`src/rtl/srsw_rdata_arb_pkg.sv`:
```
// Shared definitions for the two-requester RAM read/write arbiter.
package srsw_arb_pkg;

  // Number of requesters on each side (read and write).
  localparam int NUM_REQ = 2;

  // Read response tracker: nothing outstanding, or one response pending.
  typedef enum logic {
    IDLE = 1'b0,
    PEND = 1'b1
  } rsp_state_e;

endpackage

```
`src/rtl/srsw_rdata_arb_if.sv`:
```
// Requester-side bus of srsw_rdata_arb: read request/response and write request.
// master = requesters, slave = arbiter.
interface srsw_rdata_arb_if #(
  parameter int DATA_WIDTH = 32,
  parameter int ADDR_WIDTH = 2
);
  import srsw_arb_pkg::*;

  logic [NUM_REQ-1:0]            rreq_valid;
  logic [NUM_REQ*ADDR_WIDTH-1:0] rreq_addr;
  logic [NUM_REQ-1:0]            rreq_ready;
  logic [NUM_REQ-1:0]            rresp_valid;
  logic [NUM_REQ-1:0]            rresp_ready;
  logic [DATA_WIDTH-1:0]         rresp_data;
  logic [NUM_REQ-1:0]            wreq_valid;
  logic [NUM_REQ*ADDR_WIDTH-1:0] wreq_addr;
  logic [NUM_REQ*DATA_WIDTH-1:0] wreq_data;
  logic [NUM_REQ-1:0]            wreq_ready;

  modport master (
    output rreq_valid, rreq_addr, rresp_ready, wreq_valid, wreq_addr, wreq_data,
    input  rreq_ready, rresp_valid, rresp_data, wreq_ready
  );

  modport slave (
    input  rreq_valid, rreq_addr, rresp_ready, wreq_valid, wreq_addr, wreq_data,
    output rreq_ready, rresp_valid, rresp_data, wreq_ready
  );

endinterface

```
`src/rtl/srsw_rdata_arb_rr_arb2.sv`:
```
// srsw_rr_arb2: 2-way grant generator. o_cand is the arbitration winner,
// o_gnt is the winner unless i_block vetoes it this cycle. The preference
// pointer only advances on a real grant, so a vetoed winner keeps priority.
// Build option SRSW_ARB_FIXED_PRIO_EN: fixed priority, requester 0 highest,
// no pointer state.
module srsw_rr_arb2 (
  input  logic       clk,
  input  logic       rst,
  input  logic [1:0] i_req,
  input  logic       i_en,
  input  logic       i_block,
  output logic [1:0] o_cand,
  output logic [1:0] o_gnt
);

`ifdef SRSW_ARB_FIXED_PRIO_EN
  // Fixed priority winner selection, requester 0 first.
  always_comb begin
    o_cand = 2'b00;
    if (!i_en) begin
      o_cand = 2'b00;
    end else if (i_req[0]) begin
      o_cand = 2'b01;
    end else if (i_req[1]) begin
      o_cand = 2'b10;
    end else begin
      o_cand = 2'b00;
    end
  end
`else
  logic r_ptr;

  // Round-robin winner selection starting from the preferred requester.
  always_comb begin
    o_cand = 2'b00;
    if (!i_en) begin
      o_cand = 2'b00;
    end else if (i_req[r_ptr]) begin
      o_cand = r_ptr ? 2'b10 : 2'b01;
    end else if (i_req[~r_ptr]) begin
      o_cand = r_ptr ? 2'b01 : 2'b10;
    end else begin
      o_cand = 2'b00;
    end
  end

  // Pointer moves to the requester that was not just granted; holds otherwise.
  always_ff @(posedge clk) begin
    if (rst) begin
      r_ptr <= 1'b0;
    end else if (|o_gnt) begin
      r_ptr <= ~o_gnt[1];
    end else begin
      r_ptr <= r_ptr;
    end
  end
`endif

  assign o_gnt = i_block ? 2'b00 : o_cand;

endmodule

```
`src/rtl/srsw_rdata_arb.sv`:
```
// srsw_rdata_arb: arbitrates two readers and two writers onto a single-port
// read / single-port write RAM with one-cycle registered read data. One read
// response may be outstanding; it is held until the owner accepts it.
// Build option SRSW_ARB_FIXED_PRIO_EN selects fixed priority arbitration.
module srsw_rdata_arb
  import srsw_arb_pkg::*;
#(
  parameter int DATA_WIDTH = 32,
  parameter int ADDR_WIDTH = 2
) (
  input  logic                  clk,
  input  logic                  rst,
  srsw_rdata_arb_if.slave       bus,
  output logic                  mem_wen,
  output logic [ADDR_WIDTH-1:0] mem_waddr,
  output logic [DATA_WIDTH-1:0] mem_wdata,
  output logic                  mem_ren,
  output logic [ADDR_WIDTH-1:0] mem_raddr,
  input  logic [DATA_WIDTH-1:0] mem_rdata
);

  rsp_state_e            r_state;
  rsp_state_e            w_state_nxt;
  logic                  r_id;
  logic                  w_id_nxt;
  logic [1:0]            w_wcand;
  logic [1:0]            w_wgnt;
  logic [1:0]            w_rcand;
  logic [1:0]            w_rgnt;
  logic                  w_rd_en;
  logic                  w_hazard;
  logic [ADDR_WIDTH-1:0] w_rcand_addr;

  srsw_rr_arb2 u_wr_arb (
    .clk     (clk),
    .rst     (rst),
    .i_req   (bus.wreq_valid),
    .i_en    (!rst),
    .i_block (1'b0),
    .o_cand  (w_wcand),
    .o_gnt   (w_wgnt)
  );

  // Drive the RAM write port from the granted writer, zero when idle.
  always_comb begin
    mem_wen   = 1'b0;
    mem_waddr = '0;
    mem_wdata = '0;
    if (w_wgnt[0]) begin
      mem_wen   = 1'b1;
      mem_waddr = bus.wreq_addr[ADDR_WIDTH-1:0];
      mem_wdata = bus.wreq_data[DATA_WIDTH-1:0];
    end else if (w_wgnt[1]) begin
      mem_wen   = 1'b1;
      mem_waddr = bus.wreq_addr[2*ADDR_WIDTH-1:ADDR_WIDTH];
      mem_wdata = bus.wreq_data[2*DATA_WIDTH-1:DATA_WIDTH];
    end else begin
      mem_wen   = 1'b0;
    end
  end

  // A read may only issue when no response is pending or the pending one is
  // being accepted this cycle; otherwise mem_rdata must stay frozen.
  assign w_rd_en      = !rst && ((r_state == IDLE) || bus.rresp_ready[r_id]);
  assign w_rcand_addr = w_rcand[1] ? bus.rreq_addr[2*ADDR_WIDTH-1:ADDR_WIDTH]
                                   : bus.rreq_addr[ADDR_WIDTH-1:0];
  // Defer a read that targets the address being written this cycle.
  assign w_hazard     = mem_wen && (|w_rcand) && (w_rcand_addr == mem_waddr);

  srsw_rr_arb2 u_rd_arb (
    .clk     (clk),
    .rst     (rst),
    .i_req   (bus.rreq_valid),
    .i_en    (w_rd_en),
    .i_block (w_hazard),
    .o_cand  (w_rcand),
    .o_gnt   (w_rgnt)
  );

  assign mem_ren        = |w_rgnt;
  assign mem_raddr      = mem_ren ? w_rcand_addr : '0;
  assign bus.rreq_ready = w_rgnt;
  assign bus.wreq_ready = w_wgnt;
  assign bus.rresp_data = mem_rdata;

  // Response state register.
  always_ff @(posedge clk) begin
    if (rst) begin
      r_state <= IDLE;
      r_id    <= 1'b0;
    end else begin
      r_state <= w_state_nxt;
      r_id    <= w_id_nxt;
    end
  end

  // Next response state: a grant always (re)opens PEND, an accept closes it.
  always_comb begin
    w_state_nxt = r_state;
    w_id_nxt    = r_id;
    if (|w_rgnt) begin
      w_state_nxt = PEND;
      w_id_nxt    = w_rgnt[1];
    end else if ((r_state == PEND) && bus.rresp_ready[r_id]) begin
      w_state_nxt = IDLE;
    end else begin
      w_state_nxt = r_state;
    end
  end

  // Response valid follows the pending owner, masked while in reset.
  always_comb begin
    bus.rresp_valid = 2'b00;
    case (r_state)
      PEND:    bus.rresp_valid = rst ? 2'b00 : (r_id ? 2'b10 : 2'b01);
      default: bus.rresp_valid = 2'b00;
    endcase
  end

endmodule

```
`src/flat_wrapper.sv`:
```
// flat-port wrapper written by rule: the top's interface ports become plain ports
module srsw_rdata_arb_flat import srsw_arb_pkg::*;
#(
  parameter int DATA_WIDTH = 32,
  parameter int ADDR_WIDTH = 2
)
  (clk, rst, mem_wen, mem_waddr, mem_wdata, mem_ren, mem_raddr, mem_rdata, bus_rreq_valid, bus_rreq_addr, bus_rresp_ready, bus_wreq_valid, bus_wreq_addr, bus_wreq_data, bus_rreq_ready, bus_rresp_valid, bus_rresp_data, bus_wreq_ready);
  srsw_rdata_arb_if #(.DATA_WIDTH(DATA_WIDTH), .ADDR_WIDTH(ADDR_WIDTH)) bus_i ();
  input  logic clk;
  input  logic rst;
  output logic mem_wen;
  output logic [ADDR_WIDTH-1:0] mem_waddr;
  output logic [DATA_WIDTH-1:0] mem_wdata;
  output logic mem_ren;
  output logic [ADDR_WIDTH-1:0] mem_raddr;
  input  logic [DATA_WIDTH-1:0] mem_rdata;
  input wire logic [$bits(bus_i.rreq_valid)-1:0] bus_rreq_valid;
  input wire logic [$bits(bus_i.rreq_addr)-1:0] bus_rreq_addr;
  input wire logic [$bits(bus_i.rresp_ready)-1:0] bus_rresp_ready;
  input wire logic [$bits(bus_i.wreq_valid)-1:0] bus_wreq_valid;
  input wire logic [$bits(bus_i.wreq_addr)-1:0] bus_wreq_addr;
  input wire logic [$bits(bus_i.wreq_data)-1:0] bus_wreq_data;
  output wire logic [$bits(bus_i.rreq_ready)-1:0] bus_rreq_ready;
  output wire logic [$bits(bus_i.rresp_valid)-1:0] bus_rresp_valid;
  output wire logic [$bits(bus_i.rresp_data)-1:0] bus_rresp_data;
  output wire logic [$bits(bus_i.wreq_ready)-1:0] bus_wreq_ready;
  assign bus_i.rreq_valid = bus_rreq_valid;
  assign bus_i.rreq_addr = bus_rreq_addr;
  assign bus_i.rresp_ready = bus_rresp_ready;
  assign bus_i.wreq_valid = bus_wreq_valid;
  assign bus_i.wreq_addr = bus_wreq_addr;
  assign bus_i.wreq_data = bus_wreq_data;
  assign bus_rreq_ready = bus_i.rreq_ready;
  assign bus_rresp_valid = bus_i.rresp_valid;
  assign bus_rresp_data = bus_i.rresp_data;
  assign bus_wreq_ready = bus_i.wreq_ready;
  srsw_rdata_arb #(.DATA_WIDTH(DATA_WIDTH), .ADDR_WIDTH(ADDR_WIDTH)) u_core (.clk(clk), .rst(rst), .bus(bus_i), .mem_wen(mem_wen), .mem_waddr(mem_waddr), .mem_wdata(mem_wdata), .mem_ren(mem_ren), .mem_raddr(mem_raddr), .mem_rdata(mem_rdata));
endmodule
```
`config.mk`:
```
export PLATFORM = sky130hd
export DESIGN_NAME = srsw_rdata_arb_flat
export DESIGN_NICKNAME = d
export VERILOG_FILES = /design/src/rtl/srsw_rdata_arb_pkg.sv /design/src/rtl/srsw_rdata_arb_if.sv /design/src/rtl/srsw_rdata_arb_rr_arb2.sv /design/src/rtl/srsw_rdata_arb.sv /design/src/flat_wrapper.sv
export SDC_FILE = /design/constraint.sdc
export NUM_CORES = 1
export LEC_CHECK = 0
export CAP_MARGIN = 10
export CORE_AREA = 2 2 73 75
export DETAILED_ROUTE_END_ITERATION = 6
export DIE_AREA = 0 0 75 77
export PLACE_DENSITY = 0.81
export SETUP_SLACK_MARGIN = 0.02
export SLEW_MARGIN = 20
export SYNTH_ARGS = -nofsm -noshare
export SYNTH_HDL_FRONTEND = slang
export SYNTH_SLANG_ARGS = --single-unit
```
`constraint.sdc`:
```
create_clock -name clk -period 7.7 [get_ports clk]
set_clock_uncertainty 0.15 [all_clocks]
set_input_delay 1.54 -clock clk [delete_from_list [all_inputs] [get_ports clk]]
set_output_delay 1.54 -clock clk [all_outputs]
set_load 0.02 [all_outputs]
```
After elaboration in Yosys (flattened, before gate mapping) --
Cells that the tools add are included.
Storage, ports and cells: input port bits 112, output and inout port bits 76, bits in registers 4
Cells by class: mux-type cells 34, reduce and logical (&&, ||, !) cells 10, bitwise operators 5, equal/unequal tests 1, magnitude comparators 5
Operators by type and width (number):
- $mux 32 | 2
- $mux 2 | 18
- $mux 1 | 14
- $lt 1x2->1 const B | 5
- $reduce_or 2->1 | 3
- $not 1->1 | 5
- $logic_and 1x1->1 | 4
- $eq 2x2->1 | 1
- $reduce_bool 2->1 | 1
- $logic_not 1->1 | 1
- $logic_or 1x1->1 | 1

Longest topological paths before layout --
Gate-level depths: netlist of the first run.
word-level depth 13, gate-level depth with buffers 8

Hierarchy --
From an unflattened synthesis of the first run, not the netlist that was laid out.
Second synthesis, totals: cells, all modules 133, area total of the unflattened synthesis 1001.0 µm²
By module, submodules not included:
- srsw_rdata_arb | area an instance 798.3 µm², sequential area each 40.0 µm², times used 1, cells an instance 109
- srsw_rr_arb2 | area an instance 101.3 µm², sequential area each 20.0 µm², times used 2, cells an instance 12

Worst setup path after synthesis of the first run --
No wires, ideal clock.
path kind input-to-output, start point in rst, end point out mem_raddr[1], stages on the path 8, required time 6.010 ns, arrival time 3.473 ns, path slack 2.537 ns, path through clkbuf_1 > inv_1 > o2111ai_4 > mux2i_1 > xor2_1 > and3_1 > buf_6 > nor4_1
Between the ends: longest elaborated chain between the ends 9, elaborated cells between the ends (all ways) 16, classes of those cells eq/ne: 1; mux: 9; reduce/logical: 6
RTL lines:
- start: declaration | RTL line flat_wrapper.sv:10 | input logic rst;
- $logic_not 1->1 | RTL line srsw_rdata_arb.sv:64 | assign w_rd_en = !rst && ((r_state == IDLE) || bus.rresp_ready[r_id]);
- $logic_and 1x1->1 | RTL line srsw_rdata_arb.sv:64
- $mux 2 | RTL line srsw_rdata_arb_rr_arb2.sv:36 | if (!i_en) begin
- $mux 2 / $reduce_or 2->1 (equally long branches) | RTL line srsw_rdata_arb.sv:65, srsw_rdata_arb.sv:68
- $eq 2x2->1 / $logic_and 1x1->1 (equally long branches) | RTL line srsw_rdata_arb.sv:68 | assign w_hazard = mem_wen && (|w_rcand) && (w_rcand_addr == mem_waddr);
- $logic_and 1x1->1 | RTL line srsw_rdata_arb.sv:68
- $mux 2 | RTL line srsw_rdata_arb_rr_arb2.sv:59 | assign o_gnt = i_block ? 2'b00 : o_cand;
- $reduce_or 2->1 | RTL line srsw_rdata_arb.sv:80 | assign mem_ren = |w_rgnt;
- $mux 2 * | RTL line srsw_rdata_arb.sv:81 | assign mem_raddr = mem_ren ? w_rcand_addr : '0;
- end: declaration | RTL line flat_wrapper.sv:15 | output logic [ADDR_WIDTH-1:0] mem_raddr;
Every way passes the cells marked *; elsewhere a longest branch is shown, timed or not.

Worst setup path in the final report of the first run --
Ends and elaborated chain as after synthesis.

==> results of run 1 <==
[logic make-up (layout without fill, tap and decap cells)]
family	after synthesis	in the layout
compound gates	45	45
xor+xnor	2	2
buf+inv	45	129
flops	4	4
mux	5	5
simple gates	22	22
[routing by layer]
| metal | GRT usage | vias up |
|---|---|---|
| met1 | 0.140 | 547 |
| met2 | 0.232 | 98 |
| li1 | - | 603 |
| met3 | 0.0460 | 12 |
| met5 | 0 | - |
| met4 | 0.0482 | 0 |
[sequential cells by signal, indices dropped and copies added (netlist names)]
name / cells
u_core.u_wr_arb.r_ptr: 1
u_core.u_rd_arb.r_ptr: 1
u_core.r_id: 1
u_core.r_state: 1
[cells in the final DEF, fill, tap and decap left out, types with 2 or more instances in the layout]
cell	netlist	layout
a31oi_1	2	2
clkbuf_8	0	3
o32ai_1	2	2
dfxtp_1	4	4
nor3_1	4	4
nand2_1	4	4
a22o_1	32	32
nor2_1	6	6
inv_1	3	3
mux2i_1	4	4
nand2b_1	2	2
clkdlybuf4s50_1	0	123
a32oi_1	2	2
[through the flow]
step | cells | hold slack [ns] | worst slack (ns)
detailed placement | 274 | 0.319 | 1.72
finish | 277 | 0.332 | 1.81
floorplan | 123 | 0.294 | 2.54
global placement | 274 | 0.314 | 1.66
global route | 277 | 0.369 | 1.65
CTS | 277 | 0.330 | 1.74
[report_power, final]
group	total [uW]	switching [uW]	leakage [uW]	internal, uW
Sequential	25.6	2.25	0.0000334	23.4
Clock	44.5	11.1	0.0000216	33.4
Combinational	133	55.4	0.000711	77.7
[cell type report]
type	instances	area (um^2)	area share
sequential	4	80.1	0.0394
inverter	3	11.3	0.00554
multi-input combinational	74	582	0.286
timing repair buffer	123	1230	0.606
clock buffer	3	41.3	0.0203
tap	70	87.6	0.0431
[critical path, delay by kind of cell]
kind,cells,cell delay (ns)
buffers and inverters,3,1.53
and+or+nand+nor,2,0.55
muxes,1,0.30
AOI/OAI and AO/OA,1,0.14
xor gates and xnor gates,1,0.13
[how the worst min path moves through the flow]
stage                                  startpoint                            endpoint  slack (ns)  cells after the start
2_1_floorplan  u_core.u_wr_arb.r_ptr$_SDFFE_PP0P_  u_core.u_wr_arb.r_ptr$_SDFFE_PP0P_        0.29                      1
3_3_place_gp   u_core.u_wr_arb.r_ptr$_SDFFE_PP0P_  u_core.u_wr_arb.r_ptr$_SDFFE_PP0P_        0.31                      1
3_5_place_dp   u_core.u_wr_arb.r_ptr$_SDFFE_PP0P_  u_core.u_wr_arb.r_ptr$_SDFFE_PP0P_        0.32                      1
4_1_cts        u_core.u_wr_arb.r_ptr$_SDFFE_PP0P_  u_core.u_wr_arb.r_ptr$_SDFFE_PP0P_        0.33                      1
5_1_grt        u_core.u_wr_arb.r_ptr$_SDFFE_PP0P_  u_core.u_wr_arb.r_ptr$_SDFFE_PP0P_        0.37                      1
6_report       u_core.u_wr_arb.r_ptr$_SDFFE_PP0P_  u_core.u_wr_arb.r_ptr$_SDFFE_PP0P_        0.33                      1
==> results.sh, run 1 <==
export IMPL_r2r_end="u_core.r_id$_SDFFE_PP0P_"
export IMPL_placed_area_mm2=0.00199
export IMPL_cts_tree="yes"
export IMPL_clock_sinks=4
export IMPL_drt_total_wl_mm=4.02
export IMPL_hold_violations=0
export IMPL_startpoint_type="primary input"
export IMPL_nFillCells=498
export IMPL_post_cts_buffers=0
export IMPL_num_rows=26
export IMPL_hold_path_class="flop to flop"
export IMPL_syn_avg_cell_area_um2=7.77
export IMPL_antenna_left=0
export IMPL_wl_met1_mm=1.38
export IMPL_ys_seq_elements=4
export IMPL_crit_top_cell="clkdlybuf4s50_1"
export IMPL_synth_xor_area_share=0.0183
export IMPL_drc_errors=0
export IMPL_yosys_mux_area_fraction=0.0576
export IMPL_numCtsBuffers=3
export IMPL_crit_end="mem_raddr[1]"
export IMPL_io_buffer_count=123
export IMPL_post_cts_resized=0
export IMPL_start_util=0.192
export IMPL_viasPerCell=4.55
export IMPL_hold_buffers=0
export IMPL_dr_total_vias=1260
export IMPL_total_power_uw=203
export IMPL_path_class="primary input to output pin"
export IMPL_post_route_min_period_ns=5.89
export IMPL_worstSetupStartpoint="rst"
export IMPL_drive_above_1_share=0.0386
export IMPL_slew_headroom=0.589
export IMPL_routedWlPerCell_um=14.5
export IMPL_hpwl_mm=3.54
export IMPL_synth_adder_area_share=0
export IMPL_worst_pin_slew_ns=0.616
export IMPL_power_density_mw_per_mm2=100
export IMPL_path_clk_slew_ns=0.03
export IMPL_cts_htree_levels=1
export IMPL_yosys_warnings=0
export IMPL_reg2reg_depth=6
export IMPL_synthFlopType="dfxtp_1"
export IMPL_grt_pass1_wl_mm=6.13
export IMPL_die_area_mm2=0.00578
export IMPL_ys_seq_area_frac=0.0838
export IMPL_rsz0062_at_grt="no"
export IMPL_wl_met2_mm=2.05
export IMPL_core_mm2=0.00498
export IMPL_critical_path_max_fanout=10
export IMPL_synth_edf_count=0
export IMPL_layout_area_overhead_vs_synth_pct=113
export IMPL_syn_area_um2=956
export IMPL_grt_max_degree=34
export IMPL_cts_buffer_depth=2
export IMPL_synthCells=123
export IMPL_clk_latency_ns=0.22
export IMPL_maxCapViolations=0
export IMPL_synthArstFlopShare=0
export IMPL_yosys_area_share_simple=0.118
export IMPL_routabilityCongestion=0.833
export IMPL_max_stage_delay_ns=0.67
export IMPL_yosys_top_cells_area="a22o_1 29%, buf_4 25%, dfxtp_1 8.4%"
export IMPL_top_layer="met4"
export IMPL_max_freq_ghz=0.170
export IMPL_crit_required_ns=6.01
export IMPL_synth_top_family_by_area="compound AO/OA/AOI/OAI gates"
export IMPL_die_w_um=75
export IMPL_syn_nets=235
export IMPL_first_global_vias=1297
export IMPL_ys_types=29
export IMPL_netlist_top_cells_count="32 x a22o_1, 32 x buf_4, 9 x clkbuf_1"
export IMPL_utilization=0.408
export IMPL_finalInstanceArea_mm2=0.00203
export IMPL_critical_path_slowest_cell="clkdlybuf4s50_1"
export IMPL_regToRegStartpoint="u_core.r_id$_SDFFE_PP0P_"
export IMPL_synth_top_cell_by_area="a22o_1"
export IMPL_status="finished clean"
export IMPL_yosysTopAreaCellShare=0.293
export IMPL_setup_viol=0
export IMPL_antenna_cells=0
export IMPL_antenna_found_initial=0
export IMPL_cts_root_buffer="clkbuf_8"
export IMPL_finalCritPeriodShare=0.764
export IMPL_p_leak_uw=0.000766
export IMPL_path_cells="clkdlybuf4s50_1 -> inv_1 -> o2111ai_4 -> mux2i_1 -> xor2_1 -> and3_1 -> nor4_1 -> clkdlybuf4s50_1"
export IMPL_grt_total_usage=0.132
export IMPL_r2r_slack_ns=5.40
export IMPL_fin_nets=321
export IMPL_first_pass_iters=4
export IMPL_gr_total_overflow=0
export IMPL_synth_compound_area_frac=0.412
export IMPL_arrival_ns=4.20
export IMPL_die_height_um=77
export IMPL_num_io_pins=188
export IMPL_first_iter_violations=42
export IMPL_maxSlewViolCount=0
export IMPL_met3_length_um=503
export IMPL_cp_end_kind="output pin"
export IMPL_setup_tns_final_ns=0
export IMPL_peakVddDrop_mv=0.0616
Note: power is estimated with default switching activity, not from simulation.
==> inputs of run 2 (changes only) <==
--- a/config.mk
+++ b/config.mk
@@ -6,10 +6,10 @@
 export NUM_CORES = 1
 export LEC_CHECK = 0
 export CAP_MARGIN = 10
-export CORE_AREA = 2 2 73 75
+export CORE_MARGIN = 2
+export CORE_UTILIZATION = 18
 export DETAILED_ROUTE_END_ITERATION = 6
-export DIE_AREA = 0 0 75 77
-export PLACE_DENSITY = 0.81
+export PLACE_DENSITY = 0.79
 export SETUP_SLACK_MARGIN = 0.02
 export SLEW_MARGIN = 20
 export SYNTH_ARGS = -nofsm -noshare
==> constraint.sdc (replaced) <==
create_clock -name clk -period 5 [get_ports clk]
set_clock_uncertainty 0.15 [all_clocks]
set_input_delay 1 -clock clk [delete_from_list [all_inputs] [get_ports clk]]
set_output_delay 1 -clock clk [all_outputs]
set_load 0.02 [all_outputs]
==> run 2 against run 1 <==
Compared with the run above: first-iteration DRC count down 19%; wire length rose by 0.97%; combinational power up 57%; critical endpoint is now mem_raddr[0].
==> results.sh, run 2 (synthesis results as in run 1) <==
export IMPL_gr_max_usage_layer="met2"
export IMPL_cts_root_buffer="clkbuf_8"
export IMPL_viasPerCell=4.59
export IMPL_status="finished clean"
export IMPL_fin_nets=324
export IMPL_cts_htree_levels=1
export IMPL_antenna_left=0
export IMPL_grt_total_usage=0.134
export IMPL_regToRegStartpoint="u_core.r_id$_SDFFE_PP0P_"
export IMPL_pwr_share_seq=0.126
export IMPL_post_cts_resized=0
export IMPL_utilization=0.404
export IMPL_met3_usage=0.0365
export IMPL_nFillCells=537
export IMPL_clk_latency_ns=0.21
export IMPL_switchingPower_uw=106
export IMPL_critical_path_slowest_cell="clkdlybuf4s50_1"
export IMPL_rsz0062_at_grt="no"
export IMPL_worst_pin_slew_ns=0.518
export IMPL_hold_buffers=0
export IMPL_numCtsBuffers=3
export IMPL_hpwl_mm=3.50
export IMPL_die_area_mm2=0.00591
export IMPL_peakVddDrop_mv=0.0962
export IMPL_post_cts_buffers=0
export IMPL_final_cell_mix="123 x clkdlybuf4s50_1, 32 x a22o_1, 6 x nor2_1"
export IMPL_swShare=0.336
export IMPL_total_power_uw=316
export IMPL_grtUsageMet2=0.266
export IMPL_max_freq_ghz=0.208
export IMPL_slew_headroom=0.651
export IMPL_routabilityCongestion=0.772
export IMPL_path_class="primary input to output pin"
export IMPL_cp_num_buf_inv=2
export IMPL_drt_total_wl_mm=4.06
export IMPL_routedWlPerCell_um=14.5
export IMPL_whs_path_depth=1
export IMPL_num_io_pins=188
export IMPL_first_iter_violations=34
export IMPL_cp_end_kind="output pin"
export IMPL_first_pass_iters=4
export IMPL_internal_power_uw=210
export IMPL_finalCritPeriodShare=0.963
export IMPL_maxSlewViolCount=0
export IMPL_combPwrFrac=0.662
export IMPL_layout_area_overhead_vs_synth_pct=116
export IMPL_critPathTopFamily="buffers and inverters"
export IMPL_core_mm2=0.00511
export IMPL_critical_path_max_fanout=7
export IMPL_gr_total_overflow=0
export IMPL_grt_max_degree=32
export IMPL_hold_violations=0
export IMPL_cts_tree="yes"
export IMPL_start_util=0.187
export IMPL_setup_tns_final_ns=0
export IMPL_grt_pass1_wl_mm=6.50
export IMPL_cts_buffer_depth=2
export IMPL_p_clk_frac=0.213
export IMPL_path_clk_slew_ns=0.03
export IMPL_first_global_vias=1335
export IMPL_hold_path_class="flop to flop"
export IMPL_power_density_mw_per_mm2=153
export IMPL_antenna_found_initial=0
export IMPL_dr_total_vias=1284
export IMPL_path_cells="clkdlybuf4s50_1 -> mux2_4 -> o2111ai_4 -> mux2i_1 -> xor2_1 -> and3_1 -> nor4_2 -> clkdlybuf4s50_1"
export IMPL_max_stage_delay_ns=0.66
export IMPL_r2r_slack_ns=2.67
export IMPL_setup_viol=0
export IMPL_die_height_um=76.9
export IMPL_drc_errors=0
export IMPL_drive_above_1_share=0.0429
export IMPL_crit_top_cell="clkdlybuf4s50_1"
export IMPL_clock_sinks=4
export IMPL_reg2reg_depth=6
export IMPL_antenna_cells=0
export IMPL_final_common_cell="clkdlybuf4s50_1"
export IMPL_arrival_ns=3.67
export IMPL_min_from="u_core.u_wr_arb.r_ptr$_SDFFE_PP0P_"
export IMPL_whs_endpoint="u_core.u_wr_arb.r_ptr$_SDFFE_PP0P_"
export IMPL_die_w_um=76.9
export IMPL_met1_usage=0.135
export IMPL_crit_required_ns=3.85
export IMPL_io_buffer_count=123
export IMPL_p_leak_uw=0.000784
export IMPL_post_route_min_period_ns=4.82
export IMPL_startpoint_type="primary input"
export IMPL_r2r_end="u_core.r_id$_SDFFE_PP0P_"
export IMPL_num_rows=26
export IMPL_maxCapViolations=0
==> run 2: changes by cell type in the layout (fill, tap and decap cells not counted), sizes merged <==
cell | before | now
buf | 0 | 3
==> run 2: how the worst max path moves through the flow <==
stage / start / to / slack [ns] / cells past startpoint
final: bus_rresp_ready[0] / mem_raddr[0] / 0.18 / 8
after global placement: bus_rresp_ready[0] / mem_raddr[1] / 0.29 / 8
after detailed placement: bus_rresp_ready[1] / mem_raddr[0] / 0.20 / 8
after CTS: bus_rresp_ready[1] / mem_raddr[0] / 0.19 / 8
after global routing: bus_rresp_ready[1] / mem_raddr[0] / 0.04 / 8
after floorplan: rst / mem_raddr[1] / 0.92 / 8
==> run 2: power groups by stage <==
stage | clock [uW] | combinational [uW] | sequential, uW
finish | 67.2 | 209 | 39.6
global route | 70.5 | 223 | 40.2
CTS | 68.2 | 211 | 39.5
detailed placement | 0 | 210 | 39.9
global placement | 0 | 208 | 39.6
floorplan | 0 | 125 | 39.0
==> run 2: worst register-to-register path: cells and delay by family (launching register included) <==
kind,cells,cell delay (ns)
xor+xnor,1,0.25
compound gates,2,0.40
flops,1,0.40
mux,2,0.65
simple gates,1,0.34
==> run 2: routing by layer <==
metal / share of wire / vias to the layer above
li1: - / 607
met1: 0.35 / 583
met2: 0.55 / 86
met3: 0.091 / 8
met4: 0.013 / 0
met5: 0 / -
==> run 2: stage by stage <==
stage               worst slack, ns  instances  hold slack [ns]  cell area [um^2]
CTS                           0.186        280            0.336              2070
global placement              0.287        277            0.314              2020
detailed placement            0.197        277            0.325              2020
floorplan                     0.917        123            0.294               956
global route                 0.0385        280            0.376              2070
finish                        0.185        280            0.344              2070
==> run 2: cell type report <==
type                    count  area [um^2]  share of cell area
clock buffers               3         41.3              0.0200
well taps                  70         87.6              0.0424
flip-flops and latches      4         80.1              0.0388
repair buffers            126         1270               0.613
multi-input cells          74          579               0.280
inverters                   3         11.3             0.00545
==> inputs of run 3 (changes only) <==
--- a/config.mk
+++ b/config.mk
@@ -9,6 +9,7 @@
 export CORE_MARGIN = 2
 export CORE_UTILIZATION = 18
 export DETAILED_ROUTE_END_ITERATION = 6
+export HOLD_SLACK_MARGIN = 0.12
 export PLACE_DENSITY = 0.79
 export SETUP_SLACK_MARGIN = 0.02
 export SLEW_MARGIN = 20
==> results of run 3 <==
Same layout as run 2: the final DEF is identical, and so are final timing and power.
